**src/rtl/calc_op_sequencer.sv**
```systemverilog
// Calculator control unit: serial-key unlock, single-command sequencing of
// ALU / result memory / serializer, and result-slot validity tracking.
// Ports:
//   Clk, Reset          rising-edge clock, async active-low reset
//   InputKey            serial unlock/lock key bit (sampled while idle)
//   ValidCmd, ModeSel,  command strobe, mode (0 = compute+tx, 1 = memory),
//   RWMem, Addr         memory direction (1 = write) and slot address
//   MemSize             active memory size (0 or > MEM_DEPTH = full depth)
//   TxDone              serializer completion pulse
//   CalcActive, CalcMode, Busy, MemAddr, MemCount   registered status
//   AluEn, MemWrEn, MemRdEn, SampleData, StartTx, AccErr  one-cycle strobes
module calc_op_sequencer #(
  parameter logic [3:0]  KEY_SEQ   = 4'b1010,
  parameter int unsigned MEM_DEPTH = 8,
  parameter int unsigned ADDR_W    = 3
) (
  input  logic              Clk,
  input  logic              Reset,
  input  logic              InputKey,
  input  logic              ValidCmd,
  input  logic              ModeSel,
  input  logic              RWMem,
  input  logic [ADDR_W-1:0] Addr,
  input  logic [ADDR_W:0]   MemSize,
  input  logic              TxDone,
  output logic              CalcActive,
  output logic              CalcMode,
  output logic              Busy,
  output logic              AluEn,
  output logic              MemWrEn,
  output logic              MemRdEn,
  output logic [ADDR_W-1:0] MemAddr,
  output logic              SampleData,
  output logic              StartTx,
  output logic [ADDR_W:0]   MemCount,
  output logic              AccErr
);

  localparam int unsigned CNT_W = ADDR_W + 1;

  typedef enum logic [2:0] {
    S_IDLE, S_EXEC, S_MEM_WR, S_MEM_RD, S_SAMPLE, S_TX_START, S_TX_WAIT
  } state_e;

  state_e               state_q, state_d;
  logic [3:0]           key_q, key_d;
  logic                 active_q, active_d;
  logic                 mode_q, mode_d;
  logic                 busy_q, busy_d;
  logic                 alu_en_q, alu_en_d;
  logic                 mem_wr_q, mem_wr_d;
  logic                 mem_rd_q, mem_rd_d;
  logic                 sample_q, sample_d;
  logic                 start_tx_q, start_tx_d;
  logic                 acc_err_q, acc_err_d;
  logic [ADDR_W-1:0]    addr_q, addr_d;
  logic [MEM_DEPTH-1:0] valid_q, valid_d;
  logic [CNT_W-1:0]     count_q, count_d;

  logic [CNT_W-1:0]     eff_size;
  logic [MEM_DEPTH-1:0] size_mask;
  logic                 cmd_in_range, cmd_hit, addr_q_in_range;
  logic                 wr_commit, rd_commit;

  // Effective memory size, in-range checks and the slot lookup for reads.
  always_comb begin
    eff_size = (MemSize == '0 || MemSize > CNT_W'(MEM_DEPTH)) ? CNT_W'(MEM_DEPTH) : MemSize;
    cmd_in_range    = {1'b0, Addr} < eff_size;
    addr_q_in_range = {1'b0, addr_q} < eff_size;
    cmd_hit   = 1'b0;
    size_mask = '0;
    for (int unsigned i = 0; i < MEM_DEPTH; i++) begin
      size_mask[i] = CNT_W'(i) < eff_size;
      if (ADDR_W'(i) == Addr && valid_q[i]) cmd_hit = 1'b1;
    end
  end

  // Next-state, registered-output and valid-bitmap logic.
  always_comb begin
    state_d    = state_q;
    key_d      = key_q;
    active_d   = active_q;
    mode_d     = mode_q;
    addr_d     = addr_q;
    alu_en_d   = 1'b0;
    mem_wr_d   = 1'b0;
    mem_rd_d   = 1'b0;
    sample_d   = 1'b0;
    start_tx_d = 1'b0;
    acc_err_d  = 1'b0;
    wr_commit  = 1'b0;
    rd_commit  = 1'b0;
    valid_d    = valid_q;
    count_d    = '0;

    case (state_q)
      S_IDLE: begin
        mode_d = ModeSel;
        if (key_q == KEY_SEQ) begin
          // Key match takes priority over any command in the same cycle.
          active_d = ~active_q;
          key_d    = '0;
        end else begin
          key_d = {key_q[2:0], InputKey};
          if (active_q && ValidCmd) begin
            addr_d = Addr;
            if (!ModeSel || RWMem) begin
              state_d  = S_EXEC;
              alu_en_d = 1'b1;
            end else begin
              state_d = S_MEM_RD;
              if (cmd_in_range && cmd_hit) mem_rd_d  = 1'b1;
              else                         acc_err_d = 1'b1;
            end
          end
        end
      end
      S_EXEC: begin
        if (!mode_q) begin
          state_d  = S_SAMPLE;
          sample_d = 1'b1;
        end else begin
          state_d = S_MEM_WR;
          if (addr_q_in_range) mem_wr_d  = 1'b1;
          else                 acc_err_d = 1'b1;
        end
      end
      S_MEM_WR: begin
        wr_commit = mem_wr_q;
        state_d   = S_IDLE;
      end
      S_MEM_RD: begin
        rd_commit = mem_rd_q;
        if (mem_rd_q) begin
          state_d  = S_SAMPLE;
          sample_d = 1'b1;
        end else begin
          state_d = S_IDLE;
        end
      end
      S_SAMPLE: begin
        state_d    = S_TX_START;
        start_tx_d = 1'b1;
      end
      S_TX_START: state_d = S_TX_WAIT;
      S_TX_WAIT:  if (TxDone) state_d = S_IDLE;
      default:    state_d = S_IDLE;
    endcase

    // Slot set/clear, then drop slots beyond the current size; count follows.
    for (int unsigned i = 0; i < MEM_DEPTH; i++) begin
      if (ADDR_W'(i) == addr_q) begin
        if (wr_commit) valid_d[i] = 1'b1;
        if (rd_commit) valid_d[i] = 1'b0;
      end
      valid_d[i] = valid_d[i] & size_mask[i];
      count_d    = count_d + CNT_W'(valid_d[i]);
    end

    busy_d = (state_d != S_IDLE);
  end

  always_ff @(posedge Clk or negedge Reset) begin
    if (!Reset) begin
      state_q    <= S_IDLE;
      key_q      <= '0;
      active_q   <= 1'b0;
      mode_q     <= 1'b0;
      busy_q     <= 1'b0;
      alu_en_q   <= 1'b0;
      mem_wr_q   <= 1'b0;
      mem_rd_q   <= 1'b0;
      sample_q   <= 1'b0;
      start_tx_q <= 1'b0;
      acc_err_q  <= 1'b0;
      addr_q     <= '0;
      valid_q    <= '0;
      count_q    <= '0;
    end else begin
      state_q    <= state_d;
      key_q      <= key_d;
      active_q   <= active_d;
      mode_q     <= mode_d;
      busy_q     <= busy_d;
      alu_en_q   <= alu_en_d;
      mem_wr_q   <= mem_wr_d;
      mem_rd_q   <= mem_rd_d;
      sample_q   <= sample_d;
      start_tx_q <= start_tx_d;
      acc_err_q  <= acc_err_d;
      addr_q     <= addr_d;
      valid_q    <= valid_d;
      count_q    <= count_d;
    end
  end

  assign CalcActive = active_q;
  assign CalcMode   = mode_q;
  assign Busy       = busy_q;
  assign AluEn      = alu_en_q;
  assign MemWrEn    = mem_wr_q;
  assign MemRdEn    = mem_rd_q;
  assign MemAddr    = addr_q;
  assign SampleData = sample_q;
  assign StartTx    = start_tx_q;
  assign MemCount   = count_q;
  assign AccErr     = acc_err_q;

endmodule

```
**config.mk**
```make
export PLATFORM = sky130hd
export DESIGN_NAME = calc_op_sequencer
export DESIGN_NICKNAME = d
export VERILOG_FILES = /design/src/rtl/calc_op_sequencer.sv
export SDC_FILE = /design/constraint.sdc
export NUM_CORES = 1
export LEC_CHECK = 0
export ABC_AREA = 1
export BUFFER_PORTS_ARGS = -buffer_cell sky130_fd_sc_hd__buf_2
export CAP_MARGIN = 0
export CORE_UTILIZATION = 23
export DETAILED_ROUTE_END_ITERATION = 10
export PLACE_DENSITY = 0.37
export SYNTH_ARGS = -nofsm -noshare
export SYNTH_HDL_FRONTEND = slang
export SYNTH_SLANG_ARGS = --single-unit
```
**constraint.sdc**
```tcl
create_clock -name Clk -period 5.8 [get_ports Clk]
set_input_delay 1.16 -clock Clk [delete_from_list [all_inputs] [get_ports Clk]]
set_output_delay 1.16 -clock Clk [all_outputs]
set_load 0.005 [all_outputs]
```
==> tab_implementation.tex <==
\begin{tabular}{lr}
\hline
Metric & Value \\
\hline
\multicolumn{2}{l}{\textbf{STA}} \\
\quad Setup Skew & 0.00765 ns \\
\quad Final min period & 4.04 ns \\
\quad Fmax & 248 MHz \\
\quad Final-layout setup total negative slack & 0 ns \\
\quad Total setup violations reported at the end of the flow & 0 \\
\quad RSZ-0062 raised after global routing & no \\
\quad Relative slew slack & 51.6\% \\
\quad Fraction of the cycle the final worst path needs & 69.6\% \\
\quad Fin. Hold Viols & 0 \\
\quad Transition time at the pin with the least slew margin & 0.726 ns \\
\quad Max Slew Vio Count & 0 \\
\multicolumn{2}{l}{\textbf{Critical path}} \\
\quad Reg-to-reg slack, setup & 2.14 ns \\
\quad Sort of element at the start of the critical path & input port \\
\quad Master of the slowest instance on the critical path & sky130\_fd\_sc\_hd\_\_fa\_1 \\
\quad Worst r2r src & state\_q[2]\$\_DFF\_PN0\_ \\
\quad R2R cell count & 14 \\
\quad Worst setup EP type & flop \\
\quad Cell repeated most along the worst path & sky130\_fd\_sc\_hd\_\_fa\_1 \\
\quad R2r endpoint & MemCount[2]\$\_DFF\_PN0\_ \\
\quad Critical path peak fanout & 5 \\
\quad Crit-path cells & buf\_2, nor2\_1, nand2\_1, nand2\_1, nor2\_1, a211oi\_2, inv\_2, fa\_1, fa\_1, inv\_1, fa\_1, ha\_1, inv\_1, fa\_1, xnor2\_1 \\
\quad Start-to-end type of the worst setup path & in2reg \\
\quad Delay of the slowest cell on the worst path & 0.49 ns \\
\quad Required arrival time at the worst endpoint & 5.97 ns \\
\quad Critical path arrival & 4.20 ns \\
\multicolumn{2}{l}{\textbf{Layout}} \\
\quad Final instance area & 2120 um\^{}2 \\
\quad Final-stage net count & 268 \\
\quad Most common cell after layout, fill and taps aside & sky130\_fd\_sc\_hd\_\_nand2\_1 \\
\quad Final Core Density & 29.1\% \\
\quad Filler Cells Inserted & 816 \\
\quad Antenna diode instance count & 0 \\
\quad Top library cells by usage in the layout, fill and taps aside & 39 x sky130\_fd\_sc\_hd\_\_nand2\_1, 38 x sky130\_fd\_sc\_hd\_\_inv\_1, 31 x sky130\_fd\_sc\_hd\_\_dfrtp\_1 \\
\quad Synth-to-layout area growth & 21.9\% \\
\quad Share of cells above drive strength 1 & 21.7\% \\
\multicolumn{2}{l}{\textbf{Die}} \\
\quad Initial Util & 23.9\% \\
\quad Die outline area & 7920 um\^{}2 \\
\quad Die width & 89.0 um \\
\quad I/O Pins & 30 \\
\quad Core area & 7290 um\^{}2 \\
\quad Die height & 89.0 um \\
\quad Std-Cell Rows & 31 \\
\multicolumn{2}{l}{\textbf{Yosys}} \\
\quad Seq/Total Area, Yosys & 44.5\% \\
\quad Netlist area before placement & 1740 um\^{}2 \\
\quad Flops \& latches, synth & 31 \\
\quad Distinct cell type count after synthesis & 31 \\
\quad Net count after synthesis & 233 \\
\quad Cells after Synth & 208 \\
\quad Synth warnings & 0 \\
\quad Post-synthesis area per instance & 8.37 um\^{}2 \\
\multicolumn{2}{l}{\textbf{Routing}} \\
\quad Vias & 1430 \\
\quad DR vias/cell & 4.17 \\
\quad Routed length per instance & 12.1 um \\
\quad Iteration count of the initial detailed-routing pass & 4 \\
\quad Detailed Route WL & 4.16 mm \\
\quad Violation count after the first detailed-routing iteration & 37 \\
\quad Number of nets still failing antenna checks after routing & 0 \\
\quad Post-detailed-route DRC marker count & 0 \\
\multicolumn{2}{l}{\textbf{Clock tree}} \\
\quad Latest clock arrival within the worst-skew pair & 0.28 ns \\
\quad Clock root buffer & sky130\_fd\_sc\_hd\_\_clkbuf\_8 \\
\quad TritonCTS Buffers & 5 \\
\quad Clock transition at the registers of the reported paths & 0.07 ns \\
\quad TritonCTS Sinks & 31 \\
\quad TritonCTS clock tree & done \\
\quad Post-CTS setup buffer count & 0 \\
\quad Level count of the clock H-tree & 2 \\
\quad Number of hold buffers added after cts & 0 \\
\quad Buffers from clock root to sink, at most & 2 \\
\quad Post-cts sizing count & 0 \\
\multicolumn{2}{l}{\textbf{Place}} \\
\quad Final weighted congestion of routability-driven global placement & 0.846 \\
\quad Placed Instance Area & 2010 um\^{}2 \\
\quad Number of port buffers & 29 \\
\quad Detailed Place HPWL & 3.27 mm \\
\multicolumn{2}{l}{\textbf{Hold path}} \\
\quad Destination of the worst hold path & key\_q[3]\$\_DFFE\_PN0P\_ \\
\quad Hold path depth & 2 \\
\quad Hold WC Path Type & reg2reg \\
\quad HP Start & key\_q[3]\$\_DFFE\_PN0P\_ \\
\multicolumn{2}{l}{\textbf{GRT}} \\
\quad Initial antenna violation count & 0 \\
\quad Wire length of the first global-routing pass & 6.73 mm \\
\quad Pin count of the biggest net entering global routing & 32 \\
\quad Met3 routing resource usage after global routing & 3.14\% \\
\quad Number of global-route vias before repair & 1383 \\
\quad Met2 Usage GRT & 19.4\% \\
\quad Most Used Layer, Global Route & met2 \\
\quad Sum of overflow across all layers after global routing & 0 \\
\quad Global Route met1 Usage & 14.5\% \\
\quad Overall track demand over capacity in global routing & 11.5\% \\
\multicolumn{2}{l}{\textbf{Power}} \\
\quad PwrDens & 376 nW/um\^{}2 \\
\quad Leakage power total & 0.00114 uW \\
\quad Overall power of the completed layout & 798 uW \\
\quad Worst IR Drop VDD & 102 uV \\
\multicolumn{2}{l}{\textbf{Run status}} \\
\quad Run status & finished clean \\
\multicolumn{2}{l}{\textbf{Run}} \\
\quad Maxcap violations & 0 \\
\hline
\end{tabular}
[final cells by class]
cell class	instances	area [um^2]	share of cell area (%)
tap	99	124	5.83
clock inverter	2	35.0	1.65
multi-input combinational	131	792	37.3
clock buffer	6	82.6	3.89
timing repair buffer	29	145	6.84
sequential	31	776	36.5
inverter	45	169	7.96
[per-layer routing]
layer  vias up  routed length (um)
met1       671                1970
met2        27                1970
li1        728                   -
met5         -                   0
met3         4                 185
met4         0                  35
[worst max-delay path: cells and delay by family]
family | cells | cell delay [ns]
xor+xnor | 1 | 0.13
compound gates | 1 | 0.26
buf+inv | 4 | 0.29
fa+ha+maj | 5 | 1.96
simple gates | 4 | 0.41
[kinds of logic after synthesis]
| kind of cell | count (synthesis) | synth area share [%] |
|---|---|---|
| and+or+nand+nor | 91 | 25.2 |
| AOI/OAI and AO/OA | 27 | 9.63 |
| buffers and inverters | 46 | 9.99 |
| DFF | 31 | 44.5 |
| xor gates and xnor gates | 2 | 1.01 |
| adders and majority gates | 11 | 9.63 |
[Yosys cell counts]
master | number | area [um^2]
sky130_fd_sc_hd__nand2_1 | 39 | 146
sky130_fd_sc_hd__inv_1 | 38 | 143
sky130_fd_sc_hd__dfrtp_1 | 31 | 776
sky130_fd_sc_hd__nor2_1 | 19 | 71.3
sky130_fd_sc_hd__nand3_1 | 13 | 65.1
sky130_fd_sc_hd__o21ai_0 | 11 | 55.1
sky130_fd_sc_hd__ha_1 | 7 | 87.6
sky130_fd_sc_hd__inv_2 | 7 | 26.3
sky130_fd_sc_hd__nor3_1 | 7 | 35.0
sky130_fd_sc_hd__a21oi_1 | 5 | 25.0
sky130_fd_sc_hd__fa_1 | 4 | 80.1
sky130_fd_sc_hd__nand4_1 | 3 | 18.8
sky130_fd_sc_hd__a211oi_1 | 2 | 15.0
sky130_fd_sc_hd__nor2_4 | 2 | 22.5
sky130_fd_sc_hd__nor4_1 | 2 | 12.5
sky130_fd_sc_hd__o21ai_2 | 2 | 17.5
sky130_fd_sc_hd__o22ai_1 | 2 | 12.5
sky130_fd_sc_hd__a211oi_2 | 1 | 12.5
sky130_fd_sc_hd__a21boi_0 | 1 | 7.51
sky130_fd_sc_hd__a21o_1 | 1 | 7.51
sky130_fd_sc_hd__a22oi_1 | 1 | 7.51
sky130_fd_sc_hd__and3_1 | 1 | 6.26
sky130_fd_sc_hd__buf_2 | 1 | 5.00
sky130_fd_sc_hd__nand2_4 | 1 | 11.3
sky130_fd_sc_hd__nand4_2 | 1 | 12.5
sky130_fd_sc_hd__nand4_4 | 1 | 21.3
sky130_fd_sc_hd__nor3_2 | 1 | 10.0
sky130_fd_sc_hd__o211ai_1 | 1 | 7.51
sky130_fd_sc_hd__or2_1 | 1 | 6.26
sky130_fd_sc_hd__xnor2_1 | 1 | 8.76
sky130_fd_sc_hd__xor2_1 | 1 | 8.76
[how the worst max path moves through the flow]
stage / from / endpoint / slack (ns) / cells after the start
5_1_grt: MemSize[0] / MemCount[1]$_DFF_PN0_ / 1.55 / 15
3_5_place_dp: MemSize[0] / MemCount[2]$_DFF_PN0_ / 1.45 / 15
3_3_place_gp: MemSize[0] / MemCount[2]$_DFF_PN0_ / 1.49 / 15
4_1_cts: MemSize[0] / MemCount[2]$_DFF_PN0_ / 1.76 / 15
6_report: MemSize[0] / MemCount[2]$_DFF_PN0_ / 1.76 / 15
2_1_floorplan: MemSize[0] / MemCount[2]$_DFF_PN0_ / 1.76 / 14
[power by group]
part | total, uW | switching [uW] | internal, uW
clock network | 224 | 84.7 | 139
logic | 245 | 153 | 92.4
registers | 329 | 58.6 | 271
total | 798 | 296 | 502
[registers in the layout, summed over array words and instances (netlist names)]
register,cells
AccErr,1
AluEn,1
Busy,1
CalcActive,1
CalcMode,1
MemAddr,3
MemCount,4
MemRdEn,1
MemWrEn,1
SampleData,1
StartTx,1
key_q,4
state_q,3
valid_q,8
[per-stage QoR]
step / setup WS (ns) / hold slack [ns] / instances
final: 1.76 / 0.493 / 343
after global routing: 1.55 / 0.524 / 343
after CTS: 1.76 / 0.496 / 343
after detailed placement: 1.45 / 0.476 / 335
after global placement: 1.49 / 0.489 / 335
after floorplan: 1.76 / 0.453 / 208
Power figures use the tool's default switching activity.
